### config.mk
export PLATFORM = sky130hd
export DESIGN_NAME = dff_reg_arbiter
export DESIGN_NICKNAME = d
export VERILOG_FILES = /design/src/rtl/dff_reg_arbiter.sv
export SDC_FILE = /design/constraint.sdc
export NUM_CORES = 1
export LEC_CHECK = 0
export ABC_CLOCK_PERIOD_IN_PS = 2050
export CAP_MARGIN = 15
export CORE_ASPECT_RATIO = 0.5
export CORE_MARGIN = 4
export CORE_UTILIZATION = 44
export DETAILED_ROUTE_END_ITERATION = 8
export GPL_TIMING_DRIVEN = 1
export PLACE_DENSITY = 0.88
export SKIP_LAST_GASP = 1
export SLEW_MARGIN = 20
export SYNTH_ARGS = -nofsm -noshare
export SYNTH_HDL_FRONTEND = slang
export SYNTH_SLANG_ARGS = --single-unit
### constraint.sdc
create_clock -name clk -period 2.05 [get_ports clk]
set_input_delay 0.5125 -clock clk [delete_from_list [all_inputs] [get_ports clk]]
set_output_delay 0.5125 -clock clk [all_outputs]
set_load 0.01 [all_outputs]
### src/rtl/dff_reg_arbiter.sv
`default_nettype none
// ============================================================================
//  Module      : dff_reg_arbiter
//  Description : Round-robin arbiter sharing one WIDTH-bit q/qbar register
//                among NREQ level requesters, with bounded grant hold.
//                Optional macro DFF_ARB_LOCK_EN adds a lock input that
//                suppresses hold-limit preemption for the current owner.
//  Revision    : 1.0 - initial release
// ============================================================================
module dff_reg_arbiter #(
    parameter int NREQ     = 4,
    parameter int WIDTH    = 8,
    parameter int HOLD_MAX = 4
) (
    input  logic                    clk,
    input  logic                    clear,
`ifdef DFF_ARB_LOCK_EN
    input  logic                    lock,
`endif
    input  logic [NREQ-1:0]         req,
    input  logic [NREQ*WIDTH-1:0]   wdata,
    output logic [NREQ-1:0]         gnt,
    output logic [WIDTH-1:0]        q,
    output logic [WIDTH-1:0]        qbar,
    output logic                    busy
);

    localparam int c_PTR_W = (NREQ > 1) ? $clog2(NREQ) : 1;
    localparam int c_HC_W  = $clog2(HOLD_MAX + 1);

    localparam logic [0:0]          c_IDLE     = 1'b0;
    localparam logic [0:0]          c_GRANT    = 1'b1;
    localparam logic [c_HC_W-1:0]   c_HOLD_MAX = c_HC_W'(HOLD_MAX);
    localparam logic [c_HC_W-1:0]   c_HOLD_ONE = c_HC_W'(1);
    localparam logic [NREQ-1:0]     c_OH_ONE   = {{(NREQ-1){1'b0}}, 1'b1};

    logic [0:0]          r_state;
    logic [NREQ-1:0]     r_gnt;
    logic [c_PTR_W-1:0]  r_owner;
    logic [c_PTR_W-1:0]  r_rr_ptr;
    logic [c_HC_W-1:0]   r_hold;
    logic [WIDTH-1:0]    r_q;

    logic [0:0]          w_state_nxt;
    logic [NREQ-1:0]     w_gnt_nxt;
    logic [c_PTR_W-1:0]  w_owner_nxt;
    logic [c_PTR_W-1:0]  w_rr_nxt;
    logic [c_HC_W-1:0]   w_hold_nxt;
    logic [WIDTH-1:0]    w_q_nxt;

    logic [c_PTR_W-1:0]  w_arb_ptr;
    logic [NREQ-1:0]     w_arb_mask;
    logic [c_PTR_W-1:0]  w_winner;
    logic                w_found;
    logic [NREQ-1:0]     w_win_oh;
    logic [c_PTR_W-1:0]  w_owner_inc;
    logic                w_owner_req;
    logic [WIDTH-1:0]    w_wslice;
    logic                w_lock;
    logic                w_preempt;

`ifdef DFF_ARB_LOCK_EN
    assign w_lock = lock;
`else
    assign w_lock = 1'b0;
`endif

    assign w_owner_inc = (r_owner == c_PTR_W'(NREQ - 1)) ? '0 : r_owner + 1'b1;
    assign w_owner_req = |(req & r_gnt);
    assign w_win_oh    = c_OH_ONE << w_winner;
    assign w_preempt   = (r_hold == c_HOLD_MAX) && w_found && !w_lock;

    // While granted, the scan starts just past the owner and excludes it,
    // which serves both the release and the preemption hand-over.
    always_comb begin : p_arb
        int w_idx;
        w_idx      = 0;
        w_arb_ptr  = (r_state == c_GRANT) ? w_owner_inc : r_rr_ptr;
        w_arb_mask = (r_state == c_GRANT) ? (req & ~r_gnt) : req;
        w_found    = 1'b0;
        w_winner   = '0;
        for (int i = 0; i < NREQ; i++) begin
            w_idx = int'(w_arb_ptr) + i;
            if (w_idx >= NREQ) begin
                w_idx = w_idx - NREQ;
            end
            if (!w_found && w_arb_mask[w_idx]) begin
                w_found  = 1'b1;
                w_winner = c_PTR_W'(w_idx);
            end
        end
    end

    always_comb begin
        w_wslice = '0;
        for (int i = 0; i < NREQ; i++) begin
            if (r_owner == c_PTR_W'(i)) begin
                w_wslice = wdata[i*WIDTH +: WIDTH];
            end
        end
    end

    always_ff @(posedge clk or negedge clear) begin
        if (!clear) begin
            r_state  <= c_IDLE;
            r_gnt    <= '0;
            r_owner  <= '0;
            r_rr_ptr <= '0;
            r_hold   <= '0;
            r_q      <= '0;
        end else begin
            r_state  <= w_state_nxt;
            r_gnt    <= w_gnt_nxt;
            r_owner  <= w_owner_nxt;
            r_rr_ptr <= w_rr_nxt;
            r_hold   <= w_hold_nxt;
            r_q      <= w_q_nxt;
        end
    end

    always_comb begin
        w_state_nxt = r_state;
        w_gnt_nxt   = r_gnt;
        w_owner_nxt = r_owner;
        w_rr_nxt    = r_rr_ptr;
        w_hold_nxt  = r_hold;
        w_q_nxt     = r_q;
        case (r_state)
            c_IDLE: begin
                if (w_found) begin
                    w_state_nxt = c_GRANT;
                    w_gnt_nxt   = w_win_oh;
                    w_owner_nxt = w_winner;
                    w_hold_nxt  = c_HOLD_ONE;
                end
            end
            c_GRANT: begin
                if (!w_owner_req) begin
                    w_rr_nxt = w_owner_inc;
                    if (w_found) begin
                        w_gnt_nxt   = w_win_oh;
                        w_owner_nxt = w_winner;
                        w_hold_nxt  = c_HOLD_ONE;
                    end else begin
                        w_state_nxt = c_IDLE;
                        w_gnt_nxt   = '0;
                        w_hold_nxt  = '0;
                    end
                end else begin
                    w_q_nxt = w_wslice;
                    if (w_preempt) begin
                        w_rr_nxt    = w_owner_inc;
                        w_gnt_nxt   = w_win_oh;
                        w_owner_nxt = w_winner;
                        w_hold_nxt  = c_HOLD_ONE;
                    end else if (r_hold != c_HOLD_MAX) begin
                        w_hold_nxt = r_hold + 1'b1;
                    end
                end
            end
            default: begin
                w_state_nxt = c_IDLE;
                w_gnt_nxt   = '0;
                w_hold_nxt  = '0;
            end
        endcase
    end

    always_comb begin
        gnt  = r_gnt;
        q    = r_q;
        qbar = ~r_q;
        busy = |r_gnt;
    end

endmodule
`default_nettype wire

==> metrics.md <==
| Metric | Value |
|---|---|
| Setup Skew | `around 0.013 ns` |
| Worst hold start | `r_hold[1]$_DFFE_PN0P_` |
| Number of library cell types mapped by synthesis | `46` |
| Count leader, synth | `dfrtp_1` |
| I/O Pins | `around 60` |
| Pin count of the biggest net entering global routing | `21` |
| TritonCTS Buffers | `3` |
| # rows | `14` |
| Crit path kind | `reg2out` |
| CP Capture Type | `primary output` |
| Fillers | `~240` |
| Clk sinks | `20` |
| Area contributors post-synth | `dfrtp_1, ha_1, a221oi_1` |
| Max-cap violations | `0` |
| Crit path launch type | `flip-flop` |
| Avg Inst Size Synth | `~9.0 um^2` |
| CP startpoint | `gnt[0]$_DFFE_PN0P_` |
| Final weighted congestion in routability-driven placement | `between 0.8 and 0.9` |
| Initial antenna violation count | `0` |
| Final wirelength | `4220 um` |
| Area leader, netlist | `dfrtp_1` |
| ANT nets after route | `0` |
| Post-synth EDFFs | `0` |
| RSZ-0062 raised after global routing | `false` |
| Syn Nets | `approximately 210` |
| CTS tree | `done` |
| Cell area power density | `1500 nW/um^2` |
| Total iterations of the first detailed-routing run | `4` |
| Clock latency on the worst-skew pair | `roughly 0.27 ns` |
| CP max FO | `2` |
| Multi-input gate area | `roughly 900 um^2` |
| Clock Path Buffers | `2` |
| Total global routing overflow | `0` |
| Die H | `49.2 um` |
| Die X | `90.4 um` |
| Cells after Synth | `167` |
| Top-area cell type share of the netlist area | `about a third` |
| Time the worst path needs with I/O delays and setup | `1.96 ns` |
| Leakage power | `around 0.97 nW` |
| Critical path data arrival time | `roughly 1.5 ns` |
| Final worst setup slack | `about 0.092 ns` |
| Syn-to-layout area delta | `52.3%` |
| CP peak stage delay | `about 0.50 ns` |
| Post-Syn Area | `1500 um^2` |
| Max transition margin | `between 60 and 70%` |
| Total power draw | `~3.4 mW` |
| Share of cells above drive strength 1 | `14.3%` |
| DRC Markers | `0` |
| R2R setup slack | `about 0.14 ns` |
| Final setup viols | `0` |
| Hold Path Class | `reg2reg` |
| Final Cycle Share | `between 90 and 100%` |
| Async SR Flop Fraction | `between 90% and 100%` |
| Reg area | `~500 um^2` |
| Initial Utilization | `a little under half` |
| Cell Chain, Critical Path | `or4_1 -> dlygate4sd2_1` |
| Total GRT Usage | `around a fifth` |
| Maximum vdd drop | `0.667 mV` |
| Postcts setup bufs | `0` |
| Worst-path clk slew | `~0.090 ns` |
| Status | `completed` |
| Dpl ws | `-0.182 ns` |
| Vias after detailed routing | `1537` |
| CTS root buf | `clkbuf_8` |
| WL/cell | `around 15 um` |
| YS warnings | `0` |
| Final antenna diode count | `0` |
| H-tree lvl count | `1` |
| FF+latch count, synth | `20` |
| Crit-path slowest cell | `or4_1` |
| Max Fclk | `roughly 510 MHz` |
| Hold Vio Cnt, Final | `0` |
| Vias per cell | `around 5.5` |
| DP HPWL | `3410 um` |
| Core Region | `a little over 3000 um^2` |
| Req. time, crit path | `1.54 ns` |
| Max-slew violations | `0` |
| Port Buffer Count | `a little under 60` |
| DR iter-0 viols | `35` |
| Die area | `approximately 4500 um^2` |
| Main synth FF type | `dfrtp_1` |
| Critical R2R Launch | `r_owner[0]$_DFFE_PN0P_` |
| First-pass GRT wire length | `about 6700 um` |
| Sequential fraction of the synthesis area | `between 30% and 40%` |
| Vias in the first global route | `1431` |
| Synth cell count leaders | `dfrtp_1, nand2_1, a21oi_1, inv_1, nor2b_1` |
| Nets | `around 280` |
| Worst-Margin Slew | `0.457 ns` |
[cells by family (layout without fill, tap and decap cells)]
kind of cell             after synthesis  count (layout)  synth area share, %
AO/OA/AOI/OAI                         59              59                 30.2
adder cells (fa/ha/maj)                6               6                 5.02
buffers and inverters                 21              92                 6.78
flip-flops                            20              20                 33.5
multiplexers                           6               6                 4.35
AND/OR/NAND/NOR                       55              55                 20.2
[registers in the layout (all words and copies together) (netlist names)]
register	count
gnt	4
q	8
r_hold	3
r_owner	2
r_rr_ptr	2
r_state	1
[per-stage QoR]
| step | hold WS [ns] | TNS (ns) | std cells | util (%) | instance area (um^2) |
|---|---|---|---|---|---|
| global route | 0.563 | 0 | 278 | 73.0 | 2280 |
| finish | 0.526 | 0 | 278 | 73.0 | 2280 |
| floorplan | 0.217 | 0 | 167 | - | 1500 |
| global placement | 0.505 | -1.17 | 274 | 70.7 | 2200 |
| detailed placement | 0.507 | -1.95 | 274 | 70.7 | 2200 |
| CTS | 0.526 | 0 | 278 | 73.0 | 2270 |
[cells in the final DEF (no fill, tap or decap), drive strengths merged, types with 4 or more instances in the layout]
cell type | netlist | routed
clkdlybuf4s50 | 0 | 57
inv | 12 | 12
nor2 | 4 | 4
a21boi | 4 | 4
nand3 | 6 | 6
mux2 | 4 | 4
o21ai | 11 | 11
nand2b | 5 | 5
nand2 | 15 | 15
ha | 6 | 6
a211oi | 7 | 7
a221oi | 8 | 8
nor3 | 8 | 8
a21oi | 14 | 14
nor2b | 9 | 9
dfrtp | 20 | 20
buf | 6 | 18
[final timing paths]
path                                         end  depth (start not counted)
setup reg to reg              gnt[2]$_DFFE_PN0P_                          6
hold / removal             r_hold[1]$_DFFE_PN0P_                          2
min in group asynchronous     gnt[3]$_DFFE_PN0P_                          2
setup / recovery                            busy                          2
hold reg to reg            r_hold[1]$_DFFE_PN0P_                          2
max in group asynchronous       q[1]$_DFFE_PN0P_                          2
[worst max-delay path, delay by kind of cell, from the launching register on]
family	cells	cell delay [ns]
buffers and inverters	1	0.30
flip-flops	1	0.38
AND/OR/NAND/NOR	1	0.50
[metal layers]
metal  share of wire, %  routed length [um]  track usage [%]  vias up
li1                   -                   -                -      762
met1                 44                1850             22.0      730
met2                 51                2130             33.6       39
met3                3.8                 162             4.47        6
met4                1.8                  77             6.35        0
met5                  0                   0                0        -
[layout make-up]
class	count	share of cell area [%]
multi-input cells	126	39.3
repair buffers	76	31.4
flip-flops and latches	20	22.0
well taps	40	2.20
inverters	12	1.98
clock buffers	3	1.81
clock inverters	1	1.32
[power breakdown]
group	switching, mW	internal [mW]
clock	0.142	0.261
sequential	0.126	0.579
combinational	1.16	1.15
total	1.43	1.99
[repair_timing]
action / 4_1_cts / 5_1_grt
setup endpoints to repair: 1 / 2
gates resized for setup: 1 / 1
pin swaps: 0 / 0
hold buffers: 0 / 0
hold endpoints to repair: 0 / 0
Power figures use the tool's default switching activity.
==> variant: new RTL, same settings <==
Set the parameter `WIDTH` to 12 (it was 8).
--- a/src/rtl/dff_reg_arbiter.sv
+++ b/src/rtl/dff_reg_arbiter.sv
@@ -11,3 +11,3 @@
     parameter int NREQ     = 4,
-    parameter int WIDTH    = 8,
+    parameter int WIDTH    = 12,
     parameter int HOLD_MAX = 4
Interface: changed (resized q, qbar and wdata); port bits go from 59 to 83. No check against the original RTL was run, so the function may have changed too.
==> variant against the original RTL <==
- total power rose by 29%
- utilization grew 5.6 points
- global-route usage increased by 4.2 points
- synthesized cell count grew 4.8%
- register-to-register slack lost 30 ps
- setup slack worse by 48 ps
- critical path type unchanged
- routed wire length is 33% higher
- final area rose by 23%
- synthesized area is 13% higher
- non-clock buffer count up 28
- sequential cell count grew 4
- final cell count grew 16%
==> variant: results <==
export IMPL_synth_compound_area_frac=0.319
export IMPL_instances_no_fill=322
export IMPL_synth_mux_area_frac=0.0517
export IMPL_post_drt_wl_per_cell_um=17.4
export IMPL_layout_nets=332
export IMPL_fin_skew_ps=8.34
export IMPL_syn_area_per_cell_um2=9.67
export IMPL_slowest_delay_ps=680
export IMPL_place_congestion=0.872
export IMPL_synth_area_leaders="dfrtp_1, a221oi_1, a21oi_2"
export IMPL_status="complete, no violations"
export IMPL_ys_types=42
export IMPL_place_hpwl_um=4190
export IMPL_clock_path_buffers=2
export IMPL_cts_buffers=3
export IMPL_powerSeq_uw=867
export IMPL_worstPathArrival_ps=1490
export IMPL_final_max_slew_viol_count=0
export IMPL_r2r_setup_slack_ps=110
export IMPL_via_per_inst=5.53
export IMPL_drt_iter0_markers=58
export IMPL_synthTopCellsByCount="dfrtp_1, inv_1, nor2b_1"
export IMPL_ys_seq_area_frac=0.355
export IMPL_io_buffers=82
export IMPL_power_leakage_uw=0.00116
export IMPL_place_ws_ps=-226
export IMPL_grt_pass1_vias=1814
export IMPL_grt_pass1_wl_um=8680
export IMPL_largest_reg_flops=12
export IMPL_grt_max_degree=26
export IMPL_finalCriticalPeriod_ps=2010
export IMPL_slowest_stage="or4_2"
export IMPL_layout_drive_gt1_share=0.207
export IMPL_syn_nets=235
export IMPL_tightestPinTransition_ps=390
export IMPL_cp_top_family="simple AND/OR/NAND/NOR gates"
export IMPL_synthAdderAreaFrac=0.0443
export IMPL_placed_cells=315
export IMPL_top_power_group="combinational logic"
export IMPL_grtUsageTotal=0.228
export IMPL_peakVddDrop_mv=0.929
export IMPL_swShare=0.417
export IMPL_post_dp_cell_area_um2=2670
export IMPL_pg_clk_uw=424
export IMPL_cp_max_fo=2
==> variant: path summary, 6_finish.rpt <==
| check | startpoint | to | cells after the start |
|---|---|---|---|
| setup / recovery | gnt[0] | busy | 2 |
| hold / removal | r_rr_ptr[0] | r_rr_ptr[0] | 1 |
| max in group asynchronous | clear | r_state | 2 |
| hold reg to reg | r_rr_ptr[0] | r_rr_ptr[0] | 1 |
| min in group asynchronous | clear | gnt[1] | 2 |
| setup reg to reg | r_owner[0] | gnt[0] | 7 |
==> variant: cell type report <==
class | instances | area, um2
Tap cell | 51 | 63.8
Inverter | 16 | 60.1
Sequential cell | 24 | 603
Fill cell | 240 | 761
Clock buffer | 3 | 41.3
Timing Repair Buffer | 104 | 993
Multi-Input combinational cell | 123 | 1010
Clock inverter | 1 | 30.0
==> variant: repair_timing <==
item                                    in CTS  in global routing
endpoints found under the setup margin      16                 18
gates resized for setup                      3                  9
setup buffers                                0                  3
pin swaps                                    0                  1
==> variant: cells by family after synthesis <==
| kind of cell | count (synthesis) |
|---|---|
| compound gates | 66 |
| fa+ha+maj | 6 |
| buf+inv | 28 |
| flops | 24 |
| mux | 8 |
| simple gates | 43 |
==> variant: stage by stage <==
step | hold slack [ps] | total power [uW]
floorplan | 217 | 2590
global placement | 471 | 3640
detailed placement | 478 | 3790
CTS | 499 | 4240
global route | 510 | 4750
finish | 501 | 4420
==> variant: metal layers <==
layer,part of all wire,vias to the layer above,wire length [um],GRT usage
met5,0,-,0,0
met4,0.020,0,111,0.0708
met3,0.066,10,370,0.0491
met2,0.53,72,2980,0.451
met1,0.38,850,2130,0.243
li1,-,850,-,-
==> variant: worst register-to-register path, stage by stage (launching register included) <==
cell,delay (ps)
dfrtp_2,450
inv_1,170
ha_4,250
mux2i_4,230
nor2_1,100
mux2i_1,180
o211ai_1,190
a32o_1,280
